**src/rtl/detector_borda_parametrizado.sv**
```systemverilog
// Multi-channel edge detector for push-buttons and asynchronous control inputs.
// Each channel runs through three stages:
//   1. a synchroniser chain,
//   2. a stable-count debouncer,
//   3. an edge filter selected by mode (none / press / release / both).
// The filter emits one-clock pulses toward the control unit.
module detector_borda_parametrizado #(
  parameter int NUM_CANAIS      = 4,    // independent input channels (>=1)
  parameter int SYNC_STAGES     = 2,    // synchroniser depth (>=2)
  parameter int DEBOUNCE_CYCLES = 4,    // cycles a new level must hold (>=1)
  parameter bit ATIVO_BAIXO     = 1'b1  // 1: raw 0 means pressed
) (
  input  logic                    clk,
  input  logic                    reset_n,
  input  logic [NUM_CANAIS-1:0]   sinal_entrada,
  input  logic [2*NUM_CANAIS-1:0] modo_borda,
  input  logic                    habilita,
  output logic [NUM_CANAIS-1:0]   pulso_saida,
  output logic [NUM_CANAIS-1:0]   estado_estavel
);

  // Counter only has to reach DEBOUNCE_CYCLES-1; keep at least one bit.
  localparam int CONT_W = (DEBOUNCE_CYCLES > 1) ? $clog2(DEBOUNCE_CYCLES) : 1;
  localparam logic [CONT_W-1:0] CONT_MAX = CONT_W'(DEBOUNCE_CYCLES - 1);

  // Idle raw level: released button reads 1 when active-low, 0 otherwise.
  localparam logic [SYNC_STAGES-1:0] SYNC_IDLE = {SYNC_STAGES{ATIVO_BAIXO}};

  for (genvar i = 0; i < NUM_CANAIS; i++) begin : g_canal
    logic [SYNC_STAGES-1:0] sync_q;
    logic [CONT_W-1:0]      cont_q;
    logic                   estavel_q;
    logic                   pulso_q;
    logic                   nivel_sync;
    logic                   diferente;
    logic                   aceita;
    logic                   casa_modo;
    logic [1:0]             modo;

    // Synchroniser chain on the raw input; only the last stage is used.
    // NOTE: the chain resets to the idle raw level, not to zero, so an
    // active-low input that sits released through reset never looks like a
    // press once reset is released.
    always_ff @(posedge clk or negedge reset_n) begin
      if (!reset_n) begin
        sync_q <= SYNC_IDLE;
      end else begin
        // NOTE: non-blocking assignments make every stage take its
        // neighbour's old value, which is what makes this a shift chain.
        sync_q <= {sync_q[SYNC_STAGES-2:0], sinal_entrada[i]};
      end
    end

    assign nivel_sync = sync_q[SYNC_STAGES-1] ^ ATIVO_BAIXO;
    assign diferente  = (nivel_sync != estavel_q);
    assign aceita     = diferente && (cont_q == CONT_MAX);
    assign modo       = modo_borda[2*i +: 2];

    // Mode filter evaluated against the level about to be accepted.
    always_comb begin
      casa_modo = 1'b0;
      case (modo)
        2'b01:   casa_modo = nivel_sync;
        2'b10:   casa_modo = ~nivel_sync;
        2'b11:   casa_modo = 1'b1;
        default: casa_modo = 1'b0;
      endcase
    end

    // Debouncer: count consecutive cycles that disagree with the stable
    // level; any agreeing cycle (a glitch ending) restarts the count.
    always_ff @(posedge clk or negedge reset_n) begin
      if (!reset_n) begin
        cont_q    <= '0;
        estavel_q <= 1'b0;
      end else if (!diferente) begin
        cont_q    <= '0;
      end else if (aceita) begin
        cont_q    <= '0;
        estavel_q <= nivel_sync;
      end else begin
        cont_q    <= cont_q + 1'b1;
      end
    end

    // Registered one-cycle pulse, issued only on the accept cycle itself so
    // later changes of habilita or modo_borda cannot create a pulse.
    always_ff @(posedge clk or negedge reset_n) begin
      if (!reset_n) begin
        pulso_q <= 1'b0;
      end else begin
        pulso_q <= habilita & aceita & casa_modo;
      end
    end

    assign estado_estavel[i] = estavel_q;
    assign pulso_saida[i]    = pulso_q;
  end

endmodule

```
**config.mk**
```make
export PLATFORM = sky130hd
export DESIGN_NAME = detector_borda_parametrizado
export DESIGN_NICKNAME = d
export VERILOG_FILES = /design/src/rtl/detector_borda_parametrizado.sv
export SDC_FILE = /design/constraint.sdc
export NUM_CORES = 1
export LEC_CHECK = 0
export ABC_AREA = 0
export BUFFER_PORTS_ARGS = -buffer_cell sky130_fd_sc_hd__buf_2
export CORE_MARGIN = 10
export CORE_UTILIZATION = 46
export DETAILED_ROUTE_END_ITERATION = 10
export PLACE_DENSITY = 0.7
export RECOVER_POWER = 100
export SYNTH_ARGS = -nofsm -noshare
export SYNTH_HDL_FRONTEND = slang
export SYNTH_SLANG_ARGS = --single-unit
export TNS_END_PERCENT = 1
```
**constraint.sdc**
```tcl
create_clock -name clk -period 2.4 [get_ports clk]
set_input_delay 0.48 -clock clk [delete_from_list [all_inputs] [get_ports clk]]
set_output_delay 0.48 -clock clk [all_outputs]
set_load 0.05 [all_outputs]
```
Yosys cells after proc, flatten, opt, wreduce, memory -nomap -nowiden
Cells that the tools add are included. W data, S select, Z words.

Bits in registers: 24. Word-level logic and storage cells: 72. Output and inout port bits: 8. Input bits: 15.

Multiplexer cells: 12. Bitwise operators: 12. Add/subtract/negate cells: 4. Eq/ne operators: 20. Reduce and logical (&&, ||, !) cells: 8.

Operators with widths (count): $eq A2 B2 Y1 const B (12); $mux W2 (8); $pmux W1 S3 (4); $add A2 B1 Y2 const B (4); $and A1 B1 Y1 (8); $eq A2 B1 Y1 const B (4); $reduce_and A2 Y1 (4); $logic_and A1 B1 Y1 (4); $ne A1 B1 Y1 (4); $not A1 Y1 (4).

Logic depth before layout (Yosys ltp)
Depth after elaboration: 5. Gate-level depth with buffers: 3. Depth with buffers taken out: 3.

Worst setup path after synthesis
No wires, ideal clock.

Path type: register to output. Start: reg g_canal[1].estavel_q. End: out estado_estavel[1]. Path buffers: 1. Arrival: 0.589 ns. Data required time: 1.920 ns. Setup slack: 1.331 ns. Stages on the path, launching flop included: 2. Cell sequence: dfrtp_1 -> buf_4.

RTL lines: start, declared (RTL line 32) `logic estavel_q;`; start signal, assigned (RTL line 80) `estavel_q <= nivel_sync;`; end, declared (RTL line 19) `output logic [NUM_CANAIS-1:0] estado_estavel`.

No word-level cell between the ends.

Final worst setup path
Start: reg g_canal[3].estavel_q. End: out estado_estavel[3].

RTL lines (RTL line): start, declared (32); start signal, assigned (80).

No word-level cell between the ends.

==> run metrics <==
Gate power share ~32%; Num CTS Buffers 3; gr ovfl total 0; top cells by area, synth dfrtp_1 42%, dfstp_2 22%, buf_4 6.3%, ha_1 5.3%, or3b_1 3.7%; Final Max Tran Viols 0; cell count after synthesis 76; status complete, no violations; Post-Synth Simple-Gate Area 11.5%; Setup Buffers After CTS 0; GRT Overall Usage between 8 and 9%; CTS H-tree depth 1; # IOs 23; cell-internal power between 700 and 800 µW; Post-Synth Adder-Cell Area ~5.3%; Worst Tran Pin Value between 1 and 1.5 ns; number of flops mapped to enable cells by yosys 0; Seq. cell area 611 µm²; f_max slightly below 600 MHz; CP max FO 5; RD Place Congestion 0.730; CP endpoint kind output pin; DRT Pass-1 Iters 4; area taken by multi-input logic gates approximately 250 µm²; Flop pwr share around 50%; Root Driver clkbuf_4; commonest register cell after synthesis dfrtp_1; sequential-to-total area share from yosys stat between 60% and 70%; worst endpoint required time roughly 1.9 ns; CTS tree yes; WP data arrival 1.25 ns; LEAKAGE 0.000499 µW; synth unique cells 13; routed vias/inst about 4.7; core area 0.00196 mm²; P_sw approximately 450 µW; Clk network pwr share around 18%; CTS max path bufs 2; WL per Instance around 13 µm; most common cell in the synthesized netlist dfrtp_1; Clock Skew around 0.0018 ns; share of layout cells above drive strength 1 around 22%; clk_lat worst skew roughly 0.30 ns; Worst Setup Start Kind flop; asr flop ratio synth between 90% and 100%; synth cell count leaders 16 x dfrtp_1, 8 x buf_4, 8 x dfstp_2; Initial Util around 48%; Hold Violations, Final 0; Port-buffer cells 22; vias in the first global route ~640; post-synthesis register bit count 24; Final min period approximately 1.7 ns; Synthesized Nets between 90 and 100; Setup violations, final 0; setup TNS 0 ns; post-cts hold buffer count 0; largest net degree at the start of global routing 25; diodes inserted 0; Worst IR Drop VDD approximately 0.00053 V; crit path cell chain clkbuf_1; DRT Wirelength 1620 µm; mux cell area share after synthesis approximately 3.2%; first-pass GRT wire length 2820 µm; largest family of logic cells by synthesized area simple AND/OR/NAND/NOR gates; Top delay family on crit path buffers and inverters; CP Buf/Inv Count 1; Post-DRT Antenna Nets 0; fin crit share ~70%; min-delay worst type in -> reg; RSZ-0062 raised after global routing no; initial antenna violation count 0; post-synthesis compound-gate area fraction under 10%; max capacitance violation total 0; syn avg cell area 12.4 µm²; relative slew slack around a fifth; final core utilization a little over half; P per Cell Area 1100 mW/mm²; die area 0.00427 mm²; Largest stage delay, worst path about 0.50 ns; dpl hpwl 1290 µm; Sw Share 38.5%; top cell type by total area after synthesis dfrtp_1; vias approximately 570; fill cell count slightly below 200; worst setup path category reg -> out; DR iter-0 viols 14; mapped cell area ~950 µm²; width of the die 65.3 µm; post-synth top area share 42.3%; Layout Nets approximately 110; Remaining DRCs 0; Crit-path slowest cell clkbuf_1; # rows 16; Synth-to-Final Area Change 11.5%; CTS Sinks 24; xor/xnor share of the synthesized area 3.70%; synthesis warning total 0; Die H between 60 and 70 µm; post_cts resized 0; clock-pin transition on the worst setup and hold timing paths 0.12 ns
==> power by group through the flow <==
stage / registers, µW / clock network (µW) / logic (µW)
after floorplan: 573 / 0 / 347
after global placement: 577 / 0 / 374
after detailed placement: 590 / 0 / 391
after CTS: 581 / 214 / 393
after global routing: 598 / 234 / 415
final: 581 / 204 / 372
==> final cells by class <==
type | instances | share of cell area (%)
Tap cell | 27 | 3.20
Sequential cell | 24 | 57.9
Multi-Input combinational cell | 37 | 23.6
Clock buffer | 4 | 3.44
Inverter | 7 | 2.49
Timing Repair Buffer | 22 | 9.37
==> path summary, 6_finish.rpt <==
path,start,cells after the start,slack [ns],endpoint
setup / recovery,g_canal[3].estavel_q,1,0.67,estado_estavel[3]
hold / removal,sinal_entrada[1],1,0.26,g_canal[1].sync_q[0]
setup reg to reg,g_canal[1].estavel_q,2,1.36,g_canal[1].pulso_q
hold reg to reg,g_canal[3].sync_q[0],0,0.37,g_canal[3].sync_q[1]
max in group asynchronous,reset_n,1,1.31,g_canal[2].cont_q[1]
min in group asynchronous,reset_n,1,0.39,g_canal[0].pulso_q
==> state kept, by name (all words and copies together) (netlist names) <==
| name | cells |
|---|---|
| g_canal.sync_q | 8 |
| g_canal.cont_q | 8 |
| g_canal.estavel_q | 4 |
| g_canal.pulso_q | 4 |
==> cells by family (layout without fill, tap and decap cells) <==
group	after synthesis	in the layout
DFF	24	24
adders and majority gates	4	4
xor gates and xnor gates	4	4
muxes	3	3
and+or+nand+nor	21	21
AOI/OAI and AO/OA	5	5
buffers and inverters	15	33
==> layer usage <==
metal / track usage [%] / wire, µm / vias up
met1: 8.31 / 638 / 273
met4: 4.01 / 17 / 0
met5: 0 / 0 / -
li1: - / - / 278
met2: 14.9 / 850 / 15
met3: 3.56 / 110 / 2
==> per-stage QoR <==
step | cell area [µm²] | hold slack, ns | total power [µW] | worst slack, ns | std cells
after floorplan | 946 | 0.184 | 920 | 1.33 | 76
after global placement | 1030 | 0.345 | 951 | 1.26 | 117
after detailed placement | 1030 | 0.347 | 982 | 1.22 | 117
after CTS | 1070 | 0.132 | 1190 | 0.868 | 121
after global routing | 1050 | 0.224 | 1250 | 0.598 | 121
final | 1050 | 0.258 | 1160 | 0.670 | 121
==> layout by cell type (no fill, tap or decap) <==
cell / count
nand3_1: 4
nor3_1: 4
dfrtp_1: 16
dfstp_2: 4
nor2_1: 5
clkbuf_1: 9
clkbuf_8: 1
a21oi_1: 5
dfstp_1: 4
nand2_1: 4
or3b_1: 4
clkbuf_4: 3
ha_1: 4
xor2_1: 4
buf_2: 13
mux2i_1: 3
inv_1: 7
(Power assumes the default switching activity.)
